## config.mk

```make
export PLATFORM = sky130hd
export DESIGN_NAME = bin_to_bcd_seq
export DESIGN_NICKNAME = d
export VERILOG_FILES = /design/src/rtl/bin_to_bcd_seq.sv
export SDC_FILE = /design/constraint.sdc
export NUM_CORES = 1
export LEC_CHECK = 0
export CAP_MARGIN = 25
export CORE_ASPECT_RATIO = 1.5
export CORE_MARGIN = 3
export CORE_UTILIZATION = 39
export DETAILED_ROUTE_END_ITERATION = 6
export PLACE_DENSITY = 0.72
export REMOVE_ABC_BUFFERS = 1
export SLEW_MARGIN = 10
export SYNTH_ARGS = -nofsm -noshare
export SYNTH_HDL_FRONTEND = slang
export SYNTH_SLANG_ARGS = --single-unit
```

## constraint.sdc

```tcl
create_clock -name clk -period 1.4 [get_ports clk]
set_input_delay 0.42 -clock clk [delete_from_list [all_inputs] [get_ports clk]]
set_output_delay 0.42 -clock clk [all_outputs]
set_load 0.02 [all_outputs]
```

## src/rtl/bin_to_bcd_seq.sv

```systemverilog
// Sequential double-dabble converter: unsigned binary -> packed BCD, one shift per clock.
// Optional macro BCD_AUTO_START_EN: convert automatically whenever binary_in changes (start ignored).
module bin_to_bcd_seq #(
  parameter int BIN_W = 8,
  parameter int BCD_W = 10
) (
  input  logic             clk,
  input  logic             rst,
  input  logic             start,
  input  logic [BIN_W-1:0] binary_in,
  output logic             busy,
  output logic             done,
  output logic [BCD_W-1:0] bcd_out,
  output logic             overflow
);

  // Decimal digit count of the largest BIN_W-bit value.
  function automatic int calc_nd(input int w);
    int v;
    int n;
    v = (1 << w) - 1;
    n = 0;
    for (int i = 0; i < 8; i++) begin
      if (v > 0) begin
        v = v / 10;
        n++;
      end
    end
    return (n == 0) ? 1 : n;
  endfunction

  localparam int ND    = calc_nd(BIN_W);
  localparam int BCDS  = 4 * ND;
  localparam int SW    = BCDS + BIN_W;
  localparam int CNT_W = $clog2(BIN_W + 1);

  typedef enum logic [1:0] {S_IDLE, S_SHIFT, S_DONE} state_t;

  state_t           state_q, state_d;
  logic [SW-1:0]    scratch_q, scratch_d;
  logic [CNT_W-1:0] cnt_q, cnt_d;
  logic [BCD_W-1:0] bcd_q, bcd_d;
  logic             ovf_q, ovf_d;
  logic             done_q, done_d;
  logic             busy_q, busy_d;
  logic [SW-1:0]    adj;
  logic [BCDS-1:0]  bcd_sec;
  logic [BCD_W-1:0] trunc;
  logic             drop;
  logic             launch;

`ifdef BCD_AUTO_START_EN
  logic [BIN_W-1:0] last_q, last_d;
  assign launch = (binary_in != last_q);
`else
  assign launch = start;
`endif

  assign bcd_sec = scratch_q[SW-1:BIN_W];

  generate
    if (BCD_W < BCDS) begin : g_trunc
      assign trunc = bcd_sec[BCD_W-1:0];
      assign drop  = |bcd_sec[BCDS-1:BCD_W];
    end else begin : g_fit
      assign trunc = BCD_W'(bcd_sec);
      assign drop  = 1'b0;
    end
  endgenerate

  // Add-3 correction on every BCD digit before the shift.
  always_comb begin
    adj = scratch_q;
    for (int i = 0; i < ND; i++) begin
      if (scratch_q[BIN_W+4*i +: 4] >= 4'd5)
        adj[BIN_W+4*i +: 4] = scratch_q[BIN_W+4*i +: 4] + 4'd3;
    end
  end

  always_comb begin
    state_d   = state_q;
    scratch_d = scratch_q;
    cnt_d     = cnt_q;
    bcd_d     = bcd_q;
    ovf_d     = ovf_q;
    done_d    = 1'b0;
`ifdef BCD_AUTO_START_EN
    last_d    = last_q;
`endif
    case (state_q)
      S_IDLE: begin
        if (launch) begin
          scratch_d = {{BCDS{1'b0}}, binary_in};
          cnt_d     = '0;
          state_d   = S_SHIFT;
`ifdef BCD_AUTO_START_EN
          last_d    = binary_in;
`endif
        end
      end
      S_SHIFT: begin
        scratch_d = {adj[SW-2:0], 1'b0};
        cnt_d     = cnt_q + CNT_W'(1);
        if (cnt_q == CNT_W'(BIN_W - 1)) state_d = S_DONE;
      end
      S_DONE: begin
        bcd_d   = trunc;
        ovf_d   = drop;
        done_d  = 1'b1;
        state_d = S_IDLE;
      end
      default: state_d = S_IDLE;
    endcase
    busy_d = (state_d != S_IDLE);
  end

  always_ff @(posedge clk) begin
    if (rst) begin
      state_q   <= S_IDLE;
      scratch_q <= '0;
      cnt_q     <= '0;
      bcd_q     <= '0;
      ovf_q     <= 1'b0;
      done_q    <= 1'b0;
      busy_q    <= 1'b0;
`ifdef BCD_AUTO_START_EN
      last_q    <= '0;
`endif
    end else begin
      state_q   <= state_d;
      scratch_q <= scratch_d;
      cnt_q     <= cnt_d;
      bcd_q     <= bcd_d;
      ovf_q     <= ovf_d;
      done_q    <= done_d;
      busy_q    <= busy_d;
`ifdef BCD_AUTO_START_EN
      last_q    <= last_d;
`endif
    end
  end

  assign busy     = busy_q;
  assign done     = done_q;
  assign bcd_out  = bcd_q;
  assign overflow = ovf_q;

endmodule

```

# Word level (Yosys, flattened, before mapping)
# Cells that the tools add are included.
totals:
  ff_bits: 39
  latchBits: 0
  ramBits: 0
  mem_bits_ro: 0
  in_bits: 11
  out_inout_bits: 13
  wordCells: 34
  mem_count: 0
classes:
  n_addsub: 4
  n_mul: 0
  n_div: 0
  n_lt_le_gt_ge: 3
  eq_ne: 4
  shifts: 0
  muxes: 11
  bitwise: 0
  reduce_logical: 5
op_table:
  columns: ["cell", "count"]
  rows:
  - ["$pmux W20 S2", 1]
  - ["$mux W20", 1]
  - ["$ge A4 B3 Y1 const B", 3]
  - ["$mux W4", 3]
  - ["$add A4 B2 Y4 const B", 2]
  - ["$pmux W4 S2", 1]
  - ["$add A4 B1 Y4 const B", 1]
  - ["$eq A4 B3 Y1 const B", 1]
  - ["$mux W2", 2]
  - ["$pmux W2 S2", 1]
  - ["$reduce_bool A2 Y1", 2]
  - ["$add A3 B2 Y3 const B", 1]
  - ["$mux W3", 1]
  - ["$eq A2 B1 Y1 const B", 1]
  - ["$eq A2 B2 Y1 const B", 1]
  - ["$logic_not A2 Y1", 1]
  - ["$ne A2 B2 Y1 const B", 1]
  - ["$reduce_and A2 Y1", 1]
  - ["$reduce_or A2 Y1", 1]
  - ["$mux W1", 1]

# Longest topological paths before layout
logic_depth:
  ltp_word: 4
  depth_mapped: 6
  ltp_nobuf: 6

# Least setup slack after synthesis
# Ideal clock, no wire load.
synth_path:
  kind: "flip-flop to flip-flop"
  startpoint: "register scratch_q[17]"
  endpoint: "register scratch_q[18]"
  setup_time_ns: 0.117
  t_arrival_ns: 1.214
  t_required_ns: 1.283
  setup_slack_ns: 0.069
  path_stages_with_launch: 7
  path_buffers: 0
  synth_period_minus_slack_ns: 1.331
  path_cell_list: "dfxtp_1 -> inv_1 -> ha_1 -> nand2b_1 -> a21oi_1 -> mux2i_1 -> a22o_2"
synth_between:
  elab_chain_len: 3
  elab_cells_between_ends: 4
  cone_classes: "1 x add/sub; 1 x order compare; 2 x mux"
synth_rtl:
  columns: ["item", "line", "source"]
  rows:
  - ["start, declared", "40", "logic [SW-1:0] scratch_q, scratch_d;"]
  - ["start signal, assigned", "131", "scratch_q <= scratch_d;"]
  - ["$ge A4 B3 Y1 / $add A3 B2 Y3 (equally long branches)", "75, 76", null]
  - ["$mux W3 (*)", "75", "if (scratch_q[BIN_W+4*i +: 4] >= 4'd5)"]
  - ["$pmux W20 S2 (*)", "90", "case (state_q)"]
# Mark *: on every way between the ends. The rest lies on a longest branch, timed or not.
# A chain may end at the register's enable or synchronous reset.

# Worst setup path in the final report
layout_path:
  startpoint: "register bcd_q[9] (netlist: bcd_out[9])"
  endpoint: "output port bcd_out[9]"
layout_lines:
  columns: ["item", "line", "source"]
  rows:
  - ["start, declared", "42", "logic [BCD_W-1:0] bcd_q, bcd_d;"]
  - ["start signal, assigned", "122", "bcd_q <= '0;"]
  - ["start signal, assigned", "133", "bcd_q <= bcd_d;"]
  - ["end, declared", "13", "output logic [BCD_W-1:0] bcd_out,"]
# No word-level cell between the ends.

==> reports/metrics.csv <==
stage,metric,value,unit
die,pin_count,24,
place,place_ws,-283,ps
pwr,fin_total_pwr,2080,µW
synth,synth_seq_cells,39,
cells_and_area,nets,263,
sta,worst_slack,40.7,ps
sta,hold_violations,0,
setup_path,crit_fanout,2,
synth,synthesis.area,1800,µm²
global_route,grt_usage,0.143,
detailed_routing,wl_per_cell,11.8,µm
clock_tree,cts_sinks,39,
setup_path,startpoint_type,flip-flop,
clock_tree,cts.path.max_buffers,2,
synth,synth_area_leaders,"dfxtp_1 (43%), nor2_1 (7.1%), a21oi_1 (5.8%)",
die,die_area,5490,µm²
clock_tree,cts_tree,built,
pwr,pwr_density_cell,923,nW/µm²
detailed_routing,drt_wl_total,3440,µm
sta,worstMarginPinSlew,308,ps
place,dp_cells,283,
worst_hold_path,hold_end,bcd_out[6]$_SDFFE_PP0P_,
sta,rsz0062_at_grt,false,
sta,max_clock_freq,736,MHz
job,drv_cap,0,
place,gp_routability_congestion,0.770,
setup_path,crit_start,bcd_out[9]$_SDFFE_PP0P_,
sta,slew_headroom,0.795,
synth,synth_top_area_frac,0.433,
place,post_dp_cell_area,2150,µm²
worst_hold_path,min_path_cells,2,
die,initial_core_util,0.414,
synth,synthCells,208,
clock_tree,cts.hold.buffers_added,0,
setup_path,arrival,940,ps
setup_path,r2r_cells,6,
clock_tree,clk_pin_slew,70,ps
cells_and_area,seq_area,786,µm²
cells_and_area,antenna_cells,0,
sta,skew,3.36,ps
worst_hold_path,min_path_type,flip-flop to flip-flop,
setup_path,reg2reg_slack,80,ps
sta,slew_violations,0,
clock_tree,cts_inserted_buffers,5,
cells_and_area,syn2layout_area_growth,24.9,%
setup_path,crit_buf_inv,1,
pwr,p_leak,0.000937,µW
cells_and_area,mostFrequentLayoutCells,"dfxtp_1 (35), nor2_1 (34), nand2_1 (20), a21oi_1 (20), buf_4 (16)",
place,port_buffers,23,
place,dpl.hpwl,2470,µm
setup_path,required,980,ps
sta,timing.final.crit_share,0.971,
clock_tree,clk-insertion-delay-late,280,ps
setup_path,crit_chain,dlygate4sd2_1,
setup_path,reg2reg_from,scratch_q[13]$_SDFFE_PP0P_,
detailed_routing,viasPerCell,5.13,
setup_path,end_kind,output pin,
synth,yosysUniqueCellTypes,32,
cells_and_area,final_common_cell,dfxtp_1,
status,status,finished clean,
pwr,ir_worst_vdd,0.736,mV
cells_and_area,stdcell_area,2250,µm²
die,core_area,4350,µm²
setup_path,cp_slowest_cell,dfxtp_1,
detailed_routing,drc_errors,0,
synth,synth.avg_cell_area,8.66,µm²
global_route,grt_pass1_vias,1503,
setup_path,critPathKind,flip-flop to output pin,
global_route,grt_pass1_wl,6070,µm
synth,yosysWarnings,0,
detailed_routing,vias,1497,
cells_and_area,multiInputGateArea,927,µm²
detailed_routing,ant_nets,0,
cells_and_area,drive_gt1_frac,0.228,
sta,setup-tns-final,0,ps
global_route,overflow,0,
worst_hold_path,hp-start,bcd_out[6]$_SDFFE_PP0P_,
setup_path,critPathTopFamily,flip-flops,
global_route,grt_max_degree,28,
synth,ys_seq_area_frac,0.433,
die,die_x,61.5,µm
die,num_rows,29,
setup_path,max_stage_delay,330,ps
cells_and_area,fin_cells,292,
synth,synth_top_cell_by_area,dfxtp_1,
sta,min_period,1360,ps
sta,setup_violations,0,
global_route,antenna_found_initial,0,
cells_and_area,nFillCells,424,
setup_path,rr_endpoint,scratch_q[13]$_SDFFE_PP0P_,
clock_tree,root_buffer,clkbuf_8,
detailed_routing,drtPass1Iterations,4,
detailed_routing,drt_iter0_markers,47,
clock_tree,cts-htree-levels,2,
die,die_h,89.2,µm
worst max path at each step:
stage	to	slack (ps)	depth (start not counted)
final	bcd_out[9]	40	1
after global routing	scratch_q[9]$_SDFFE_PP0P_	0.9	6
after CTS	overflow	10	1
after detailed placement	cnt_q[3]$_SDFFE_PP0P_	-280	6
after global placement	cnt_q[3]$_SDFFE_PP0P_	-260	6
after floorplan	scratch_q[18]$_SDFFE_PP0P_	-7	4
logic make-up after synthesis:
| family | synth area share |
|---|---|
| adders and majority gates | 0.0486 |
| DFF | 0.433 |
| AOI/OAI and AO/OA | 0.171 |
| buffers and inverters | 0.0576 |
| and+or+nand+nor | 0.249 |
| xor gates and xnor gates | 0.0243 |
| muxes | 0.0167 |
metrics by stage:
stage,utilization,hold slack [ps]
2_1_floorplan,-,439
6_report,0.517,451
4_1_cts,0.510,455
3_5_place_dp,0.493,446
3_3_place_gp,0.493,442
5_1_grt,0.517,477
Yosys cell counts:
library cell and number:
ha_1 7, mux2i_1 3, o21bai_4 1, a32oi_1 1, nor2_1 34, nor3_1 14, a22o_2 8, clkbuf_1 4
and4b_1 2, or2b_4 1, o21ai_0 6, nand3b_1 1, a22oi_1 2, xor2_1 2, nor2_2 1, nand3_1 4
nand2_1 20, and2b_4 1, xnor2_1 3, nand2b_1 3, buf_6 5, and2b_1 1, nor2b_1 7, a211oi_1 1
a21oi_1 21, a21o_1 1, dfxtp_1 39, inv_1 6, or2b_1 1, a21oi_2 4, nor2_4 2, buf_2 2
where the power goes:
part	leakage, µW	switching [µW]	internal [µW]
registers	0.000319	17.6	1140
logic	0.000570	108	99.6
clock network	0.0000477	373	341
total	0.000937	498	1580
flip-flops by register name (all words and copies together) (netlist names):
register and flops:
state_q 2, bcd_out 10, done 1, cnt_q 4
overflow 1, scratch_q 20, busy 1
layer usage:
layer,GRT usage,vias to the layer above,part of all wire
met3,0.0289,7,0.027
met2,0.251,27,0.52
met5,0,-,0
met1,0.155,690,0.43
li1,-,773,-
met4,0.0792,0,0.022
layout make-up:
type,count,area share
flip-flops and latches,39,0.349
inverters,6,0.0100
clock buffers,5,0.0306
well taps,46,0.0256
multi-input cells,152,0.412
clock inverters,3,0.00667
repair buffers,41,0.166
timing repair:
item                       4_1_cts  5_1_grt
cloned                           0        0
resized for setup               14       21
setup endpoints to repair       15       21
setup buffers                    0        1
pin swaps                        0        5
No activity file was read; power rests on OpenSTA's default activity.
